### src/rtl/io_map_pkg.sv
// io_map_pkg: register offsets, STATUS bit indices and address decode for dmem_io_responder.
package io_map_pkg;
    localparam logic [31:0] DEF_BASE_ADDR = 32'h0000_0100;
    localparam logic [31:0] OFS_LED       = 32'h00;
    localparam logic [31:0] OFS_SW        = 32'h04;
    localparam logic [31:0] OFS_TCNT      = 32'h08;
    localparam logic [31:0] OFS_TCMP      = 32'h0C;
    localparam logic [31:0] OFS_STATUS    = 32'h10;
    localparam int ST_MATCH = 0;
    localparam int ST_SWCHG = 1;

    typedef enum logic [2:0] {R_LED, R_SW, R_TCNT, R_TCMP, R_STATUS, R_NONE} reg_sel_e;

    // Word-granular match: the byte lane bits of the address are ignored.
    function automatic logic hit(input logic [31:0] addr, input logic [31:0] base, input logic [31:0] ofs);
        logic [31:0] t;
        t = base + ofs;
        return (addr >> 2) == (t >> 2);
    endfunction

    function automatic reg_sel_e decode(input logic [31:0] addr, input logic [31:0] base);
        return hit(addr, base, OFS_LED)    ? R_LED    :
               hit(addr, base, OFS_SW)     ? R_SW     :
               hit(addr, base, OFS_TCNT)   ? R_TCNT   :
               hit(addr, base, OFS_TCMP)   ? R_TCMP   :
               hit(addr, base, OFS_STATUS) ? R_STATUS : R_NONE;
    endfunction
endpackage

### src/rtl/io_debounce.sv
// io_debounce: 2-flop synchronizer plus shared stability counter; emits accepted value and a change pulse.
module io_debounce
    import io_map_pkg::*;
#(
    parameter int          SW_WIDTH        = 8,
    parameter logic [15:0] DEBOUNCE_CYCLES = 16'd50000
) (
    input  logic                clk,
    input  logic                rst,
    input  logic [SW_WIDTH-1:0] sw_i,
    output logic [SW_WIDTH-1:0] stable_o,
    output logic                chg_o
);
    logic [SW_WIDTH-1:0] sync1_q, sync2_q, stable_q;
    logic [15:0]         cnt_q, cnt_d;

    assign chg_o    = (sync2_q != stable_q) && (cnt_q == DEBOUNCE_CYCLES - 16'd1);
    assign stable_o = stable_q;

    always_comb begin
        cnt_d = (sync2_q == stable_q || chg_o) ? 16'd0 : cnt_q + 16'd1;
    end

    always_ff @(posedge clk) begin
        if (rst) begin
            sync1_q  <= '0;
            sync2_q  <= '0;
            stable_q <= '0;
            cnt_q    <= '0;
        end else begin
            sync1_q  <= sw_i;
            sync2_q  <= sync1_q;
            cnt_q    <= cnt_d;
            if (chg_o) stable_q <= sync2_q;
        end
    end
endmodule

### src/rtl/dmem_io_responder.sv
// dmem_io_responder: data-memory-mapped LED, debounced switches, timer/compare and W1C status flags.
module dmem_io_responder
    import io_map_pkg::*;
#(
    parameter logic [31:0] BASE_ADDR       = DEF_BASE_ADDR,
    parameter int          SW_WIDTH        = 8,
    parameter logic [15:0] DEBOUNCE_CYCLES = 16'd50000
) (
    input  logic                clk,
    input  logic                rst,
    input  logic                dmem_wr,
    input  logic [31:0]         dmem_waddr,
    input  logic [31:0]         dmem_wdata,
    input  logic                dmem_rd,
    input  logic [31:0]         dmem_raddr,
    output logic [31:0]         dmem_rdata,
    input  logic [SW_WIDTH-1:0] sw_in,
    output logic [7:0]          leds,
    output logic                timer_match
);
    reg_sel_e            wsel, rsel;
    logic [7:0]          led_q, led_d;
    logic [31:0]         tcnt_q, tcnt_d, tcmp_q, tcmp_d, rdata_q, rdata_d;
    logic [1:0]          status_q, status_d, st_set, st_clr;
    logic [SW_WIDTH-1:0] sw_stable;
    logic                sw_chg;

    io_debounce #(.SW_WIDTH(SW_WIDTH), .DEBOUNCE_CYCLES(DEBOUNCE_CYCLES)) u_deb (
        .clk      (clk),
        .rst      (rst),
        .sw_i     (sw_in),
        .stable_o (sw_stable),
        .chg_o    (sw_chg)
    );

    assign wsel = dmem_wr ? decode(dmem_waddr, BASE_ADDR) : R_NONE;
    assign rsel = decode(dmem_raddr, BASE_ADDR);

    // Reads use the _q values, so a same-cycle write is not visible to the read; set beats W1C.
    always_comb begin
        led_d              = wsel == R_LED  ? dmem_wdata[7:0] : led_q;
        tcnt_d             = wsel == R_TCNT ? dmem_wdata : tcnt_q + 32'd1;
        tcmp_d             = wsel == R_TCMP ? dmem_wdata : tcmp_q;
        st_set             = '0;
        st_set[ST_MATCH]   = tcnt_q == tcmp_q;
        st_set[ST_SWCHG]   = sw_chg;
        st_clr             = wsel == R_STATUS ? dmem_wdata[1:0] : 2'b00;
        status_d           = (status_q & ~st_clr) | st_set;
        rdata_d            = !dmem_rd           ? rdata_q            :
                             rsel == R_LED      ? {24'd0, led_q}     :
                             rsel == R_SW       ? 32'(sw_stable)     :
                             rsel == R_TCNT     ? tcnt_q             :
                             rsel == R_TCMP     ? tcmp_q             :
                             rsel == R_STATUS   ? {30'd0, status_q}  : 32'd0;
    end

    always_ff @(posedge clk) begin
        if (rst) begin
            led_q    <= '0;
            tcnt_q   <= '0;
            tcmp_q   <= '0;
            status_q <= '0;
            rdata_q  <= '0;
        end else begin
            led_q    <= led_d;
            tcnt_q   <= tcnt_d;
            tcmp_q   <= tcmp_d;
            status_q <= status_d;
            rdata_q  <= rdata_d;
        end
    end

    assign dmem_rdata  = rdata_q;
    assign leds        = led_q;
    assign timer_match = status_q[ST_MATCH];
endmodule

### config.mk
export PLATFORM = sky130hd
export DESIGN_NAME = dmem_io_responder
export DESIGN_NICKNAME = d
export VERILOG_FILES = /design/src/rtl/io_map_pkg.sv /design/src/rtl/io_debounce.sv /design/src/rtl/dmem_io_responder.sv
export SDC_FILE = /design/constraint.sdc
export NUM_CORES = 1
export LEC_CHECK = 0
export ABC_AREA = 1
export CAP_MARGIN = 5
export CORE_MARGIN = 5
export CORE_UTILIZATION = 56
export CTS_CLUSTER_SIZE = 16
export DETAILED_ROUTE_END_ITERATION = 7
export PLACE_DENSITY = 0.86
export SYNTH_ARGS = -nofsm -noshare
export SYNTH_HDL_FRONTEND = slang
export SYNTH_SLANG_ARGS = --single-unit
### constraint.sdc
create_clock -name clk -period 4.05 [get_ports clk]
set_input_delay 1.215 -clock clk [delete_from_list [all_inputs] [get_ports clk]]
set_output_delay 1.215 -clock clk [all_outputs]
set_load 0.005 [all_outputs]
==> results.py, run 1 <==
metrics = {
    "detailed_routing": {
        "wl_per_cell_um": 15.3,
        "viasPerCell": 5.48,
        "ant_nets": 0,
        "met3WireLength_um": 1650,
        "drt_pass1_iterations": 6,
        "drc": 0,
        "vias": 7577,
        "m1WireLength_um": 9050,
        "met2_wirelength_um": 9880,
        "wirelength_um": 21200,
        "highest_layer": "met4",
        "drtIter0Drc": 701,
    },
    "place": {
        "dpl.hpwl_um": 15000,
        "port_buffers": 144,
        "gp_congestion": 0.957,
    },
    "synth": {
        "yosysTopAreaCell": "dfxtp_1",
        "syn_inst": 1070,
        "synthXorXnorAreaFrac_pct": 6.61,
        "ys.flop_type": "dfxtp_1",
        "synthArstFlopShare_pct": 0,
        "synth.net_count": 1180,
        "synth_compound_area_share_pct": 14.5,
        "synth_cell_types": 39,
        "synth_mux_area_share_pct": 0,
        "synth_top_area_share_pct": 38.7,
        "synth_edf_count": 0,
        "seq_area_frac_synth_pct": 38.7,
        "synth_fa_ha_area_share_pct": 0.331,
        "netlist_area_um2": 7550,
        "yosys_warnings": 0,
        "synthSimpleGateAreaFrac_pct": 30.9,
        "synth_seq_cells": 146,
        "synth_top_family_by_area": "simple AND/OR/NAND/NOR gates",
        "synthTopCellsByArea": "dfxtp_1 39%, nand2_1 9.3%, nor2_1 8.7%, inv_1 5.7%, a21oi_1 4.5%",
        "synth_area_per_cell_um2": 7.06,
    },
    "critical_path": {
        "cp-end-kind": "flop",
        "worstPathArrival_ns": 3.41,
        "worstSetupPathType": "input port to flop",
        "startpoint_type": "input port",
        "crit_fanout": 14,
        "critPathRequiredTime_ns": 4.40,
    },
    "clock_network": {
        "insertion_delay_ns": 0.43,
        "clock_path_buffers": 2,
        "cts_tree": "yes",
        "cts-resized-gates": 0,
        "cts_root_buf": "clkbuf_16",
        "cts.sinks": 146,
        "post-cts-setup-buffer-count": 0,
        "path_clk_slew_ns": 0.06,
        "h-tree-depth": 4,
        "cts_buffers": 17,
        "ctsHoldBuffers": 0,
    },
    "finish": {
        "final_nets": 1304,
        "post-route-util_pct": 72.6,
        "drive_above_1_share_pct": 8.29,
        "seq_area_um2": 2920,
        "antenna_cells": 0,
        "nFillCells": 1091,
        "syn2layout_area_growth_pct": 27.4,
        "multiInputGateArea_um2": 3950,
    },
    "sta": {
        "fmax_mhz": 326,
        "finalHoldViolations": 0,
        "worstMarginPinSlew_ns": 1.05,
        "layout_min_cycle_time_ns": 3.06,
        "drv_slew": 0,
        "rsz0062_at_grt": "no",
        "slew_headroom_pct": 30.3,
        "fin_worst_skew_ns": 0.00695,
        "fin_crit_sh_pct": 75.6,
        "setup_viol": 0,
        "tns_ns": 0,
    },
    "flow_run": {
        "drv_cap": 0,
    },
    "die": {
        "io_pins": 149,
        "dieWidth_um": 126,
        "core_um2": 13200,
        "num_rows": 42,
        "start_util_pct": 57.0,
        "die_area_um2": 15900,
        "die_h_um": 126,
    },
    "power_and_ir_drop": {
        "p_total_mw": 3.21,
        "leakagePower_nw": 3.45,
        "p_per_area_nw_per_um2": 334,
        "peakVddDrop_mv": 0.305,
    },
    "global_route": {
        "grt_max_degree": 87,
        "grt_pass1_wl_um": 34500,
        "antenna_found_initial": 0,
        "grtUsageTotal_pct": 26.2,
        "first_global_vias": 7145,
        "grt_remaining_overflow": 0,
    },
    "outcome": {
        "status": "finished clean",
    },
    "worst_hold_path": {
        "worst_hold_path_type": "flop to flop",
    },
}
==> per-stage QoR <==
step / std cells / hold slack (ns) / instance area, um^2 / worst slack [ns]
global placement: 1351 / 0.389 / 9050 / 0.644
CTS: 1382 / 0.405 / 9620 / 1.00
finish: 1382 / 0.401 / 9620 / 0.987
global route: 1382 / 0.415 / 9620 / 0.780
floorplan: 1070 / 0.388 / 7550 / 1.57
detailed placement: 1351 / 0.397 / 9050 / 0.584
==> worst paths after layout <==
kind	from	endpoint	slack (ns)	cells past startpoint
setup / recovery	dmem_raddr[8]	dmem_rdata[15]$_SDFFE_PP0P_	0.99	10
hold / removal	u_deb.sync1_q[3]$_SDFF_PP0_	u_deb.sync2_q[3]$_SDFF_PP0_	0.40	2
setup reg to reg	u_deb.cnt_q[0]$_SDFF_PP0_	u_deb.stable_o[0]$_SDFFE_PP0P_	1.92	8
hold reg to reg	u_deb.sync1_q[3]$_SDFF_PP0_	u_deb.sync2_q[3]$_SDFF_PP0_	0.40	2
==> metal layers <==
layer	up-vias	global-route usage, %
met2	335	42.5
met3	57	5.67
met1	3450	34.1
met4	0	10.8
met5	-	0
li1	3735	-
==> cell usage after synthesis, types with 2 or more instances <==
cell,instances
o22ai_1,17
buf_2,11
or2_2,3
dfxtp_1,146
inv_1,115
a211oi_2,20
nor4_1,2
inv_2,5
xnor2_1,35
clkbuf_1,23
nand3_2,3
nor3b_1,2
and2_1,2
buf_4,2
nor2_2,15
a21oi_1,68
ha_1,2
nand4_1,32
nand2_1,187
a31oi_1,3
nand2_2,9
xor2_1,22
o21ai_0,56
nor2_8,2
buf_6,4
nand3_1,46
nor3_1,37
nor2_1,175
a211oi_1,10
o21ai_1,3
clkbuf_2,3
buf_1,3
==> cells in the final DEF (no fill, tap or decap), drive strengths merged <==
cell and n:
a211oi 30, a21oi 68, a31oi 3, and2 2, and3 1, buf 8
bufinv 2, clkbuf 20, clkdlybuf4s50 143, clkinv 6, clkinvlp 3, dfxtp 146
ha 2, inv 120, nand2 197, nand3 50, nand4 32, nor2 193
nor3 38, nor3b 2, nor4 3, o2111ai 1, o21ai 59, o22ai 17
or2 3, xnor2 35, xor2 22
==> logic make-up (layout without fill, tap and decap cells) <==
| family | after synthesis | after routing |
|---|---|---|
| simple gates | 521 | 521 |
| xor+xnor | 57 | 57 |
| flops | 146 | 146 |
| fa+ha+maj | 2 | 2 |
| buf+inv | 166 | 302 |
| compound gates | 178 | 178 |
==> power breakdown <==
part           internal (mW)  leakage [nW]  total [mW]  switching, mW
sequential              1.45          1.18        1.46        0.00992
combinational          0.118          1.99       0.221          0.102
clock                  0.927         0.277        1.53          0.607
==> state kept, by name (all words and copies together), names as in the netlist <==
signal / flops
dmem_rdata: 32
leds: 8
status_q: 2
tcmp_q: 32
tcnt_q: 32
u_deb.cnt_q: 16
u_deb.stable_o: 8
u_deb.sync1_q: 8
u_deb.sync2_q: 8
==> critical path: stages <==
cell and delay [ns]:
clkdlybuf4s50_1 0.45, nand2_1 0.06, nor2_2 0.19, nand2_1 0.08, nor2_1 0.25, nand2_1 0.39
buf_4 0.34, o22ai_1 0.21, nand2_1 0.08, a21oi_1 0.14
==> final cells by class <==
class | count | area share, %
Clock inverter | 11 | 1.17
Timing Repair Buffer | 151 | 15.6
Inverter | 120 | 4.68
Tap cell | 176 | 2.29
Multi-Input combinational cell | 758 | 41.1
Clock buffer | 20 | 4.75
Sequential cell | 146 | 30.4
Note: power is estimated with default switching activity, not from simulation.
==> run 2, diff against run 1 <==
CORE_UTILIZATION = 52   (was 56)
PLACE_DENSITY = 0.8   (was 0.86)
clock period = 3 ns   (was 4.05 ns; I/O delays follow)
==> results.py, run 2 (synthesis gave the netlist of run 1 again) <==
metrics = {
    "outcome": {
        "status": "finished clean",
    },
    "clock_network": {
        "h-tree-depth": 4,
        "ctsHoldBuffers": 0,
        "cts_buffers": 17,
        "path_clk_slew_ns": 0.06,
        "post-cts-setup-buffer-count": 0,
        "cts_tree": "yes",
        "cts_root_buf": "clkbuf_16",
        "cts-resized-gates": 0,
        "insertion_delay_ns": 0.43,
        "clock_path_buffers": 2,
        "cts.sinks": 146,
    },
    "sta": {
        "setup_viol": 0,
        "tns_ns": 0,
        "worstMarginPinSlew_ns": 0.968,
        "rsz0062_at_grt": "no",
        "fmax_mhz": 407,
        "fin_crit_sh_pct": 81.8,
        "layout_min_cycle_time_ns": 2.45,
        "holdWs_ns": 0.399,
        "fin_worst_skew_ns": 0.00881,
        "finalHoldViolations": 0,
        "drv_slew": 0,
        "slew_headroom_pct": 35.4,
    },
    "finish": {
        "final_common_cell": "nand2_1",
        "drive_above_1_share_pct": 8.81,
        "mostFrequentLayoutCells": "187 x nand2_1, 175 x nor2_1, 146 x dfxtp_1",
        "antenna_cells": 0,
        "syn2layout_area_growth_pct": 29.3,
        "final_nets": 1312,
    },
    "place": {
        "gp_congestion": 0.961,
        "port_buffers": 144,
        "dpl.hpwl_um": 15500,
    },
    "die": {
        "start_util_pct": 52.6,
        "dieWidth_um": 131,
        "io_pins": 149,
        "die_area_um2": 17000,
        "die_h_um": 131,
        "num_rows": 44,
        "core_um2": 14400,
    },
    "detailed_routing": {
        "viasPerCell": 5.38,
        "drtIter0Drc": 729,
        "drt_pass1_iterations": 6,
        "vias": 7531,
        "wl_per_cell_um": 15.0,
        "wirelength_um": 21000,
        "ant_nets": 0,
        "drc": 0,
    },
    "critical_path": {
        "critPathRequiredTime_ns": 3.33,
        "cp-end-kind": "flop",
        "worstSetupPathType": "input port to flop",
        "crit_fanout": 25,
        "worstPathArrival_ns": 2.79,
        "startpoint_type": "input port",
    },
    "power_and_ir_drop": {
        "p_per_area_nw_per_um2": 462,
        "leakagePower_nw": 3.52,
        "peakVddDrop_mv": 0.398,
    },
    "global_route": {
        "grt_remaining_overflow": 0,
        "grtUsageTotal_pct": 25.5,
        "first_global_vias": 7194,
        "grt_pass1_wl_um": 34500,
        "grt_max_degree": 53,
        "antenna_found_initial": 0,
    },
    "worst_hold_path": {
        "worst_hold_path_type": "flop to flop",
    },
    "flow_run": {
        "drv_cap": 0,
    },
}
## run 2: changes by cell type in the layout (fill, tap and decap cells not counted), sizes merged
cell	delta
clkinvlp	-1
buf	+8
bufinv	+2
## run 2: per-layer routing
| layer | GRT usage [%] | wire (um) |
|---|---|---|
| met1 | 33.5 | 8950 |
| met2 | 40.9 | 9710 |
| met3 | 5.65 | 1880 |
| met4 | 9.68 | 463 |
| met5 | 0 | 0 |
## run 2: path summary, 6_finish.rpt
path	startpoint	end	slack, ns	depth (start not counted)
hold reg to reg	u_deb.sync1_q[2]$_SDFF_PP0_	u_deb.sync2_q[2]$_SDFF_PP0_	0.40	2
hold / removal	u_deb.sync1_q[2]$_SDFF_PP0_	u_deb.sync2_q[2]$_SDFF_PP0_	0.40	2
setup / recovery	dmem_waddr[2]	tcmp_q[10]$_SDFFE_PP0N_	0.55	13
setup reg to reg	u_deb.cnt_q[0]$_SDFF_PP0_	u_deb.stable_o[1]$_SDFFE_PP0P_	0.91	8
## run 2: where the power goes
part | internal (mW) | switching (mW)
logic | 0.161 | 0.141
registers | 1.96 | 0.0147
clock network | 1.39 | 0.843
## run 2: critical path, cell delays in order
cell and delay (ns):
clkdlybuf4s50_1 0.46, inv_1 0.12, nand2_1 0.07, nor2_1 0.09
nand2_1 0.06, nor2_1 0.14, inv_1 0.05, nand2_1 0.13
nand2_2 0.15, nand2_4 0.17, buf_12 0.19, nor2_1 0.05
a211oi_1 0.19
## run 2: per-stage QoR
step / setup WS (ns) / total power, mW / utilization, % / area, um^2 / std cells
global placement: 0.194 / 2.31 / 63.6 / 9140 / 1367
floorplan: 0.840 / 2.13 / - / 7550 / 1070
global route: 0.297 / 4.63 / 67.9 / 9760 / 1399
CTS: 0.538 / 4.52 / 67.9 / 9760 / 1399
finish: 0.545 / 4.51 / 67.9 / 9760 / 1399
detailed placement: 0.0771 / 2.31 / 63.6 / 9140 / 1367
## run 2: layout make-up
class / count / area, um^2
clock buffers: 20 / 437
clock inverters: 12 / 184
fillers: 1183 / 4610
inverters: 120 / 450
multi-input cells: 758 / 3950
flip-flops and latches: 146 / 2920
well taps: 184 / 230
repair buffers: 159 / 1590
==> run 3, diff against run 2 <==
clock period = 2.3 ns   (was 3 ns; I/O delays follow)
==> results.py, run 3 (synthesis gave the netlist of run 1 again) <==
metrics = {
    "sta": {
        "layout_min_cycle_time_ns": 2.15,
        "fin_worst_skew_ns": 0.00974,
        "worstMarginPinSlew_ns": 0.438,
        "fin_crit_sh_pct": 93.3,
        "finalHoldViolations": 0,
        "fmax_mhz": 466,
        "setup_viol": 0,
        "drv_slew": 0,
        "rsz0062_at_grt": "no",
        "slew_headroom_pct": 70.6,
    },
    "finish": {
        "final_cells": 1426,
        "drive_above_1_share_pct": 11.1,
        "final_common_cell": "nand2_1",
        "mostFrequentLayoutCells": "187 x nand2_1, 175 x nor2_1, 146 x dfxtp_1",
        "nFillCells": 1169,
        "antenna_cells": 0,
        "syn2layout_area_growth_pct": 32.7,
        "final_nets": 1339,
    },
    "worst_hold_path": {
        "worst_hold_path_type": "flop to flop",
        "hold_path_depth": 2,
        "whs_endpoint": "u_deb.sync2_q[2]$_SDFF_PP0_",
        "hp-start": "u_deb.sync1_q[2]$_SDFF_PP0_",
    },
    "critical_path": {
        "r2r_end": "tcnt_q[30]$_SDFF_PP0_",
        "startpoint_type": "flop",
        "cpPeakStageDelay_ns": 0.58,
        "cp.depth": 1,
        "reg2reg_from": "tcnt_q[0]$_SDFF_PP0_",
        "cp-startpoint": "status_q[0]$_SDFF_PP0_",
        "reg2reg_depth": 13,
        "cp-end-kind": "output port",
        "crit_chain": "clkdlybuf4s50_1",
        "crit_fanout": 3,
        "worstSetupPathType": "flop to output port",
        "critPathRequiredTime_ns": 1.61,
        "reg2reg_slack_ns": 0.18,
        "crit_path_top_delay_cell": "clkdlybuf4s50_1",
        "crit_buf_inv": 1,
        "critPathTopFamily": "buffers and inverters",
        "worstPathArrival_ns": 1.46,
    },
    "die": {
        "num_rows": 44,
        "core_um2": 14400,
        "die_area_um2": 17000,
        "die_h_um": 131,
        "dieWidth_um": 131,
        "io_pins": 149,
        "start_util_pct": 52.6,
    },
    "global_route": {
        "grt_pass1_wl_um": 34300,
        "grtUsageTotal_pct": 25.4,
        "first_global_vias": 7169,
        "grt_max_degree": 87,
        "antenna_found_initial": 0,
        "grt_remaining_overflow": 0,
    },
    "place": {
        "dp_cells": 1394,
        "gp_congestion": 0.937,
        "port_buffers": 144,
        "dpl.hpwl_um": 15800,
    },
    "clock_network": {
        "ctsHoldBuffers": 0,
        "cts.sinks": 146,
        "cts_buffers": 17,
        "cts_root_buf": "clkbuf_16",
        "insertion_delay_ns": 0.44,
        "path_clk_slew_ns": 0.06,
        "cts_tree": "yes",
        "clock_path_buffers": 2,
        "h-tree-depth": 4,
    },
    "power_and_ir_drop": {
        "p_per_area_nw_per_um2": 577,
        "p_total_mw": 5.78,
        "peakVddDrop_mv": 0.508,
        "leakagePower_nw": 3.67,
    },
    "detailed_routing": {
        "ant_nets": 0,
        "m1WireLength_um": 9060,
        "wl_per_cell_um": 15.0,
        "met2_wirelength_um": 9960,
        "met3WireLength_um": 1790,
        "drc": 0,
        "drt_pass1_iterations": 6,
        "wirelength_um": 21300,
        "drtIter0Drc": 666,
        "highest_layer": "met4",
        "vias": 7662,
        "viasPerCell": 5.37,
    },
    "flow_run": {
        "drv_cap": 0,
    },
    "outcome": {
        "status": "finished clean",
    },
}
[run 3: cell count changes in the layout (fill, tap and decap cells not counted), moves of 2 or more]
| cell | before | now |
|---|---|---|
| clkbuf_1 | 3 | 0 |
| buf_4 | 13 | 35 |
| clkbuf_8 | 0 | 2 |
| buf_12 | 3 | 8 |
| inv_6 | 0 | 4 |
| bufinv_16 | 4 | 2 |
[run 3: how the worst max path moves through the flow]
stage | slack (ns) | end
4_1_cts | 0.14 | timer_match
2_1_floorplan | 0.35 | tcnt_q[19]$_SDFF_PP0_
3_5_place_dp | -0.25 | tcmp_q[26]$_SDFFE_PP0N_
6_report | 0.15 | timer_match
5_1_grt | 0.004 | tcmp_q[2]$_SDFFE_PP0N_
3_3_place_gp | -0.17 | tcmp_q[25]$_SDFFE_PP0N_
[run 3: repair_timing]
item	4_1_cts	5_1_grt
buffers inserted	0	0
setup endpoints to repair	0	4
resized for setup	0	2
[run 3: per-stage QoR]
stage	setup slack, ns	cell area, um^2	setup TNS (ns)	hold WS, ns	utilization, %
2_1_floorplan	0.350	7550	0	0.388	-
3_3_place_gp	-0.173	9410	-12.87	0.394	65.5
3_5_place_dp	-0.247	9410	-16.33	0.395	65.5
4_1_cts	0.136	10000	0	0.404	69.7
5_1_grt	0.00368	10000	0	0.414	69.7
6_report	0.155	10000	0	0.403	69.7
[run 3: layer usage]
| metal | GRT usage [%] | up-vias |
|---|---|---|
| met4 | 8.65 | 0 |
| li1 | - | 3809 |
| met5 | 0 | - |
| met3 | 6.54 | 49 |
| met2 | 41.6 | 293 |
| met1 | 32.8 | 3511 |
[run 3: final cells by class]
cell class	count	area, um^2	share of cell area [%]
inverter	120	450	4.49
tap	184	230	2.30
clock inverter	13	150	1.50
sequential	146	2920	29.2
timing repair buffer	186	1850	18.5
clock buffer	19	453	4.52
multi-input combinational	758	3960	39.5
[run 3: power by group]
part	internal, mW	total (mW)	switching, mW
Sequential	2.55	2.57	0.0189
Clock	1.67	2.80	1.13
Combinational	0.220	0.407	0.186
Total	4.44	5.78	1.34
